===== src/rtl/note_sequencer.sv =====
// note_sequencer: steps through a table of (stepsize, gain, duration) entries
// and drives a frequency generator. Durations are counted in prescaled ticks;
// an optional silent gap follows each note. Table contents survive reset.
module note_sequencer #(
  parameter int NOTES     = 16,
  parameter int TICK_DIV  = 50000,
  parameter int GAP_TICKS = 0
) (
  input  logic                     clk,
  input  logic                     reset,
  input  logic                     start,
  input  logic                     stop,
  input  logic                     loop,
  input  logic                     wr_en,
  input  logic [$clog2(NOTES)-1:0] wr_addr,
  input  logic [15:0]              wr_stepsize,
  input  logic [4:0]               wr_gain,
  input  logic [11:0]              wr_duration,
  output logic [15:0]              stepsize,
  output logic [4:0]               gain,
  output logic [$clog2(NOTES)-1:0] note_index,
  output logic                     busy,
  output logic                     done
);

  localparam int IW = $clog2(NOTES);
  localparam int PW = $clog2(TICK_DIV);
  // Remaining counter also holds the gap length, so widen it if needed.
  localparam int RW = ($clog2(GAP_TICKS + 1) > 12) ? $clog2(GAP_TICKS + 1) : 12;

  localparam logic [PW-1:0] PRE_LAST = PW'(TICK_DIV - 1);
  localparam logic [PW-1:0] PRE_ZERO = PW'(1'b0);
  localparam logic [PW-1:0] PRE_ONE  = PW'(1'b1);
  localparam logic [IW-1:0] IDX_LAST = IW'(NOTES - 1);
  localparam logic [IW-1:0] IDX_ZERO = IW'(1'b0);
  localparam logic [IW-1:0] IDX_ONE  = IW'(1'b1);
  localparam logic [RW-1:0] REM_ZERO = RW'(1'b0);
  localparam logic [RW-1:0] REM_ONE  = RW'(1'b1);
  localparam logic [RW-1:0] GAP_LOAD = RW'(GAP_TICKS);

  typedef enum logic [2:0] {
    ST_IDLE = 3'd0,
    ST_LOAD = 3'd1,
    ST_PLAY = 3'd2,
    ST_GAP  = 3'd3,
    ST_DONE = 3'd4
  } state_t;

  // Table storage: {stepsize, gain, duration}
  logic [32:0]   table_mem [NOTES];
  logic [32:0]   rd_data_r;
  logic          rd_en_s;
  logic [15:0]   rd_step_s;
  logic [4:0]    rd_gain_s;
  logic [11:0]   rd_dur_s;

  state_t        state_r;
  state_t        state_nx_s;
  logic          load_ph_r;
  logic          ph_nx_s;
  logic [PW-1:0] pre_r;
  logic [PW-1:0] pre_nx_s;
  logic [RW-1:0] rem_r;
  logic [RW-1:0] rem_nx_s;
  logic [IW-1:0] idx_nx_s;
  logic          tick_s;

  state_t        eot_state_s;
  logic [IW-1:0] eot_idx_s;
  state_t        adv_state_s;
  logic [IW-1:0] adv_idx_s;

  logic [15:0]   step_nx_s;
  logic [4:0]    gain_nx_s;
  logic          busy_nx_s;
  logic          done_nx_s;

  // The read is issued only in the first LOAD cycle; data is used in the second.
  assign rd_en_s   = (state_r == ST_LOAD) && !load_ph_r;
  assign rd_step_s = rd_data_r[32:17];
  assign rd_gain_s = rd_data_r[16:12];
  assign rd_dur_s  = rd_data_r[11:0];
  assign tick_s    = (pre_r == PRE_LAST);

  // End of table: loop back to entry 0 unless already at entry 0 (avoids a
  // spin on an empty table); otherwise finish, keeping the index for DONE.
  assign eot_state_s = (loop && (note_index != IDX_ZERO)) ? ST_LOAD : ST_DONE;
  assign eot_idx_s   = (loop && (note_index != IDX_ZERO)) ? IDX_ZERO : note_index;
  assign adv_state_s = (note_index == IDX_LAST) ? eot_state_s : ST_LOAD;
  assign adv_idx_s   = (note_index == IDX_LAST) ? eot_idx_s : (note_index + IDX_ONE);

  // Note table RAM: read-before-write, so a same-address collision returns old data.
  always_ff @(posedge clk) begin
    if (wr_en) begin
      table_mem[wr_addr] <= {wr_stepsize, wr_gain, wr_duration};
    end
    if (rd_en_s) begin
      rd_data_r <= table_mem[note_index];
    end
  end

  // State and registered outputs; reset clears everything except the table.
  always_ff @(posedge clk or posedge reset) begin
    if (reset) begin
      state_r    <= ST_IDLE;
      load_ph_r  <= 1'b0;
      pre_r      <= PRE_ZERO;
      rem_r      <= REM_ZERO;
      note_index <= IDX_ZERO;
      stepsize   <= 16'h0000;
      gain       <= 5'd0;
      busy       <= 1'b0;
      done       <= 1'b0;
    end else begin
      state_r    <= state_nx_s;
      load_ph_r  <= ph_nx_s;
      pre_r      <= pre_nx_s;
      rem_r      <= rem_nx_s;
      note_index <= idx_nx_s;
      stepsize   <= step_nx_s;
      gain       <= gain_nx_s;
      busy       <= busy_nx_s;
      done       <= done_nx_s;
    end
  end

  // Next-state logic: sequencing, prescaler and remaining-tick counter.
  always_comb begin
    state_nx_s = state_r;
    idx_nx_s   = note_index;
    ph_nx_s    = load_ph_r;
    pre_nx_s   = pre_r;
    rem_nx_s   = rem_r;
    if (stop) begin
      state_nx_s = ST_IDLE;
      idx_nx_s   = IDX_ZERO;
      ph_nx_s    = 1'b0;
      pre_nx_s   = PRE_ZERO;
      rem_nx_s   = REM_ZERO;
    end else begin
      case (state_r)
        ST_IDLE: begin
          if (start) begin
            state_nx_s = ST_LOAD;
            idx_nx_s   = IDX_ZERO;
            ph_nx_s    = 1'b0;
            pre_nx_s   = PRE_ZERO;
          end else begin
            state_nx_s = ST_IDLE;
          end
        end
        ST_LOAD: begin
          pre_nx_s = PRE_ZERO;
          if (!load_ph_r) begin
            ph_nx_s = 1'b1;
          end else begin
            ph_nx_s = 1'b0;
            if (rd_dur_s != 12'd0) begin
              state_nx_s = ST_PLAY;
              rem_nx_s   = RW'(rd_dur_s);
            end else begin
              state_nx_s = eot_state_s;
              idx_nx_s   = eot_idx_s;
            end
          end
        end
        ST_PLAY, ST_GAP: begin
          if (tick_s) begin
            pre_nx_s = PRE_ZERO;
            if (rem_r == REM_ONE) begin
              if ((state_r == ST_PLAY) && (GAP_TICKS > 0)) begin
                state_nx_s = ST_GAP;
                rem_nx_s   = GAP_LOAD;
              end else begin
                state_nx_s = adv_state_s;
                idx_nx_s   = adv_idx_s;
                rem_nx_s   = REM_ZERO;
              end
            end else begin
              rem_nx_s = rem_r - REM_ONE;
            end
          end else begin
            pre_nx_s = pre_r + PRE_ONE;
          end
        end
        ST_DONE: begin
          state_nx_s = ST_IDLE;
          idx_nx_s   = IDX_ZERO;
          pre_nx_s   = PRE_ZERO;
        end
        default: begin
          state_nx_s = ST_IDLE;
          idx_nx_s   = IDX_ZERO;
          ph_nx_s    = 1'b0;
          pre_nx_s   = PRE_ZERO;
          rem_nx_s   = REM_ZERO;
        end
      endcase
    end
  end

  // Output values for the next cycle, derived from the state being entered.
  always_comb begin
    step_nx_s = stepsize;
    gain_nx_s = gain;
    case (state_nx_s)
      ST_IDLE, ST_DONE: begin
        step_nx_s = 16'h0000;
        gain_nx_s = 5'd0;
      end
      ST_LOAD: begin
        step_nx_s = stepsize;
        gain_nx_s = gain;
      end
      ST_PLAY: begin
        if (state_r == ST_LOAD) begin
          step_nx_s = rd_step_s;
          gain_nx_s = rd_gain_s;
        end else begin
          step_nx_s = stepsize;
          gain_nx_s = gain;
        end
      end
      ST_GAP: begin
        step_nx_s = 16'h0000;
        gain_nx_s = gain;
      end
      default: begin
        step_nx_s = 16'h0000;
        gain_nx_s = 5'd0;
      end
    endcase
    busy_nx_s = (state_nx_s != ST_IDLE);
    done_nx_s = (state_nx_s == ST_DONE);
  end

endmodule


===== config.mk =====
export PLATFORM = sky130hd
export DESIGN_NAME = note_sequencer
export DESIGN_NICKNAME = d
export VERILOG_FILES = /design/src/rtl/note_sequencer.sv
export SDC_FILE = /design/constraint.sdc
export NUM_CORES = 1
export LEC_CHECK = 0
export ABC_AREA = 1
export BUFFER_PORTS_ARGS = -buffer_cell sky130_fd_sc_hd__buf_2
export CORE_AREA = 3 3 216 218
export CTS_BUF_LIST = sky130_fd_sc_hd__clkbuf_4 sky130_fd_sc_hd__clkbuf_8
export DETAILED_ROUTE_END_ITERATION = 10
export DIE_AREA = 0 0 219 221
export PLACE_DENSITY = 0.74
export SLEW_MARGIN = 20
export SYNTH_ARGS = -nofsm -noshare
export SYNTH_HDL_FRONTEND = slang
export SYNTH_SLANG_ARGS = --single-unit

===== constraint.sdc =====
create_clock -name clk -period 5.9 [get_ports clk]
set_clock_uncertainty 0.2 [all_clocks]
set_input_delay 0.295 -clock clk [delete_from_list [all_inputs] [get_ports clk]]
set_output_delay 0.295 -clock clk [all_outputs]
set_load 0.05 [all_outputs]

==> results.txt <==
status - finished, final reports clean
Commonest cells post-synth - edfxtp_1, nor2_1, o21ai_0, nand2_1, o221ai_1
Syn. warnings - 0
area leader, netlist - edfxtp_1
Post-synth EDFFs - 561
placer congestion estimate - 0.8539
CTS Sinks - 620
CP Data Arrival Time - 2810 ps
Setup crit end kind - output pin
# diodes - 0
Period minus WS final - 3305 ps
max incr delay on CP - 910 ps
Die Area - 48400 um^2
grt ovf - 0
DRT iter0 DRCs - 1885
Total Routed Length - 59.10 mm
required time of the critical path - 5410 ps
io pins - 70
GRT Total Usage - 0.2427
Fin. Hold Viols - 0
worst-margin pin slew - 990.8 ps
RSZ-0062 raised after global routing - false
Initial Utilization - 0.5478
drt first pass iters - 5
Die Height - 221 um
Tcrit/Tclk final - 0.5602
DP Cell Count - 2471
sequential share of the synthesized area - 0.7418
# H-tree levels - 3
ranking of synthesized cells by area - edfxtp_1, dfrtp_1, o21ai_0
DR vias - 16250
CP max stage cell - dfrtp_4
FILL cells - 3418
synth unique cells - 51
Worst VDD drop - 0.0001623 V
ys async rst share - 0.09516
largest net degree at the start of global routing - 215
Layout Utilization - 0.6175
wire per inst - 22.05 um
global-route wire length before repair - 90.31 mm
port bufs - 69
post-cts sizing count - 0
Post-synth top flop - edfxtp_1
Setup CP Type - reg -> out
FMAX - 302.6 MHz
CP bufs+invs - 2
Final nets - 2053
# DRC - 0
Clock Latency Late Sink - 660 ps
fin. max-slew vios - 0
Synth top area share - 0.6820
Slew HR - 0.3395
clk buf depth - 3
post-CTS setup buffer count - 0
most frequent cell after synthesis - edfxtp_1
Leak - 9.639 nW
setup TNS - 0 ps
Final setup viols - 0
Area Overhead vs Synth - 12.71%
Hold WC Path Type - in -> async
Rows - 78
initial antenna violation count - 0
CTS Root Cell - clkbuf_8
core area - 45090 um^2
remaining antenna violation count after routing - 0
layout cells sized above 1 - 0.1495
total power - 8.732 mW
crit path max fanout - 200
CP delay by family, top - buffers and inverters
syn_area_per_cell - 13.03 um^2
Clock transition at path regs - 60 ps
P per Cell Area - 313.7 nW/um^2
Syn Std Cell Area - 24700 um^2
dpl hpwl - 29.28 mm
vias in the first global route - 15780
routed vias/inst - 6.062
hold slack - 206.3 ps
Post-Layout Cell Count - 2680
flops & latches, synth - 620
CTS tree - done
Post-Synthesis Cells - 1895
Syn Nets - 1943
die width - 219 um
crit path launch type - flop
CTS buffer count - 94
CP cell instances - buf_12 > buf_2
max-cap violations - 0
-- final timing paths --
check	endpoint	depth (start not counted)	startpoint	slack (ps)
max	note_index[0]	2	note_index[0]	2590
min	stepsize[9]	4	reset	210
max reg2reg	gain[0]	12	note_index[2]	2640
min reg2reg	stepsize[8]	2	stepsize[8]	280
max in group asynchronous	note_index[0]	4	reset	4740
min in group clk	stepsize[8]	2	stepsize[8]	280
-- cell usage in the layout, fill, tap and decap left out, types with 4 or more instances in the layout --
cell type | netlist | routed
edfxtp_1 | 561 | 561
nor2_1 | 326 | 309
o21ai_0 | 287 | 287
nand2_1 | 148 | 148
o221ai_1 | 106 | 106
clkbuf_8 | 0 | 96
buf_2 | 14 | 69
nand3_1 | 67 | 67
dfrtp_1 | 59 | 55
dlygate4sd3_1 | 0 | 38
inv_1 | 38 | 37
clkbuf_4 | 0 | 36
o211ai_1 | 28 | 28
o22ai_1 | 27 | 27
clkinv_1 | 1 | 24
buf_4 | 3 | 24
nand4_1 | 22 | 22
nor2_4 | 1 | 18
a21oi_1 | 16 | 16
nand2_2 | 14 | 14
inv_2 | 11 | 11
clkinv_2 | 0 | 10
nor2_2 | 9 | 9
nor3_1 | 6 | 6
a22o_1 | 5 | 5
ha_1 | 5 | 5
xor2_1 | 4 | 4
clkinvlp_4 | 0 | 4
-- state kept, by name (all words and copies together) (netlist names) --
signal      cells
gain            5
note_index      4
state_r         3
load_ph_r       1
pre_r          16
table_mem     528
stepsize       16
busy            1
rem_r          12
done            1
rd_data_r      33
-- tightest hold or removal path: cells and delay by family --
kind,cells,cell delay [ps]
buf+inv,4,1260
-- power by group --
| group | total (mW) | switching, mW | leakage [nW] | internal (mW) |
|---|---|---|---|---|
| Sequential | 4.96 | 0.0534 | 5.88 | 4.91 |
| Combinational | 0.401 | 0.293 | 2.81 | 0.108 |
| Clock | 3.37 | 1.59 | 0.948 | 1.78 |
-- routing by layer --
metal,GRT usage,share of wire,up-vias,routed length [um]
met3,0.04642,0.087,131,5154
met1,0.3384,0.40,8053,23770
met4,0.08802,0.026,0,1529
met2,0.3852,0.48,761,28650
li1,-,-,7301,-
met5,0,0,-,0
-- cell families (layout without fill, tap and decap cells) --
logic type               count (synthesis)  after routing  synth area share
XOR/XNOR                                 6              6          0.002128
buffers and inverters                  171            356           0.02816
AO/OA/AOI/OAI                          488            488            0.1222
flip-flops                             620            620            0.7418
AND/OR/NAND/NOR                        605            605            0.1032
adder cells (fa/ha/maj)                  5              5          0.002533
-- area by class of cell --
cell class                      count  area, um^2  area share
Inverter                           52       206.4    0.007415
Clock buffer                      132        1592     0.05717
Timing Repair Buffer              133       945.9     0.03398
Clock inverter                     39       203.9    0.007326
Tap cell                          600       750.7     0.02697
Sequential cell                   620       18330      0.6585
Multi-Input combinational cell   1104        5809      0.2087
-- stage by stage --
| step | setup slack (ps) | instance area [um^2] |
|---|---|---|
| 6_report | 2595 | 27840 |
| 5_1_grt | 2296 | 27840 |
| 4_1_cts | 2611 | 27840 |
| 3_5_place_dp | 2682 | 25660 |
| 3_3_place_gp | 2720 | 25660 |
| 2_1_floorplan | 2635 | 24700 |
-- repair_timing --
action | 4_1_cts | 5_1_grt
hold buffers | 38 | 0
endpoints found under the setup margin | 0 | 0
endpoints found under the hold margin | 615 | 0
(Power assumes the default switching activity.)
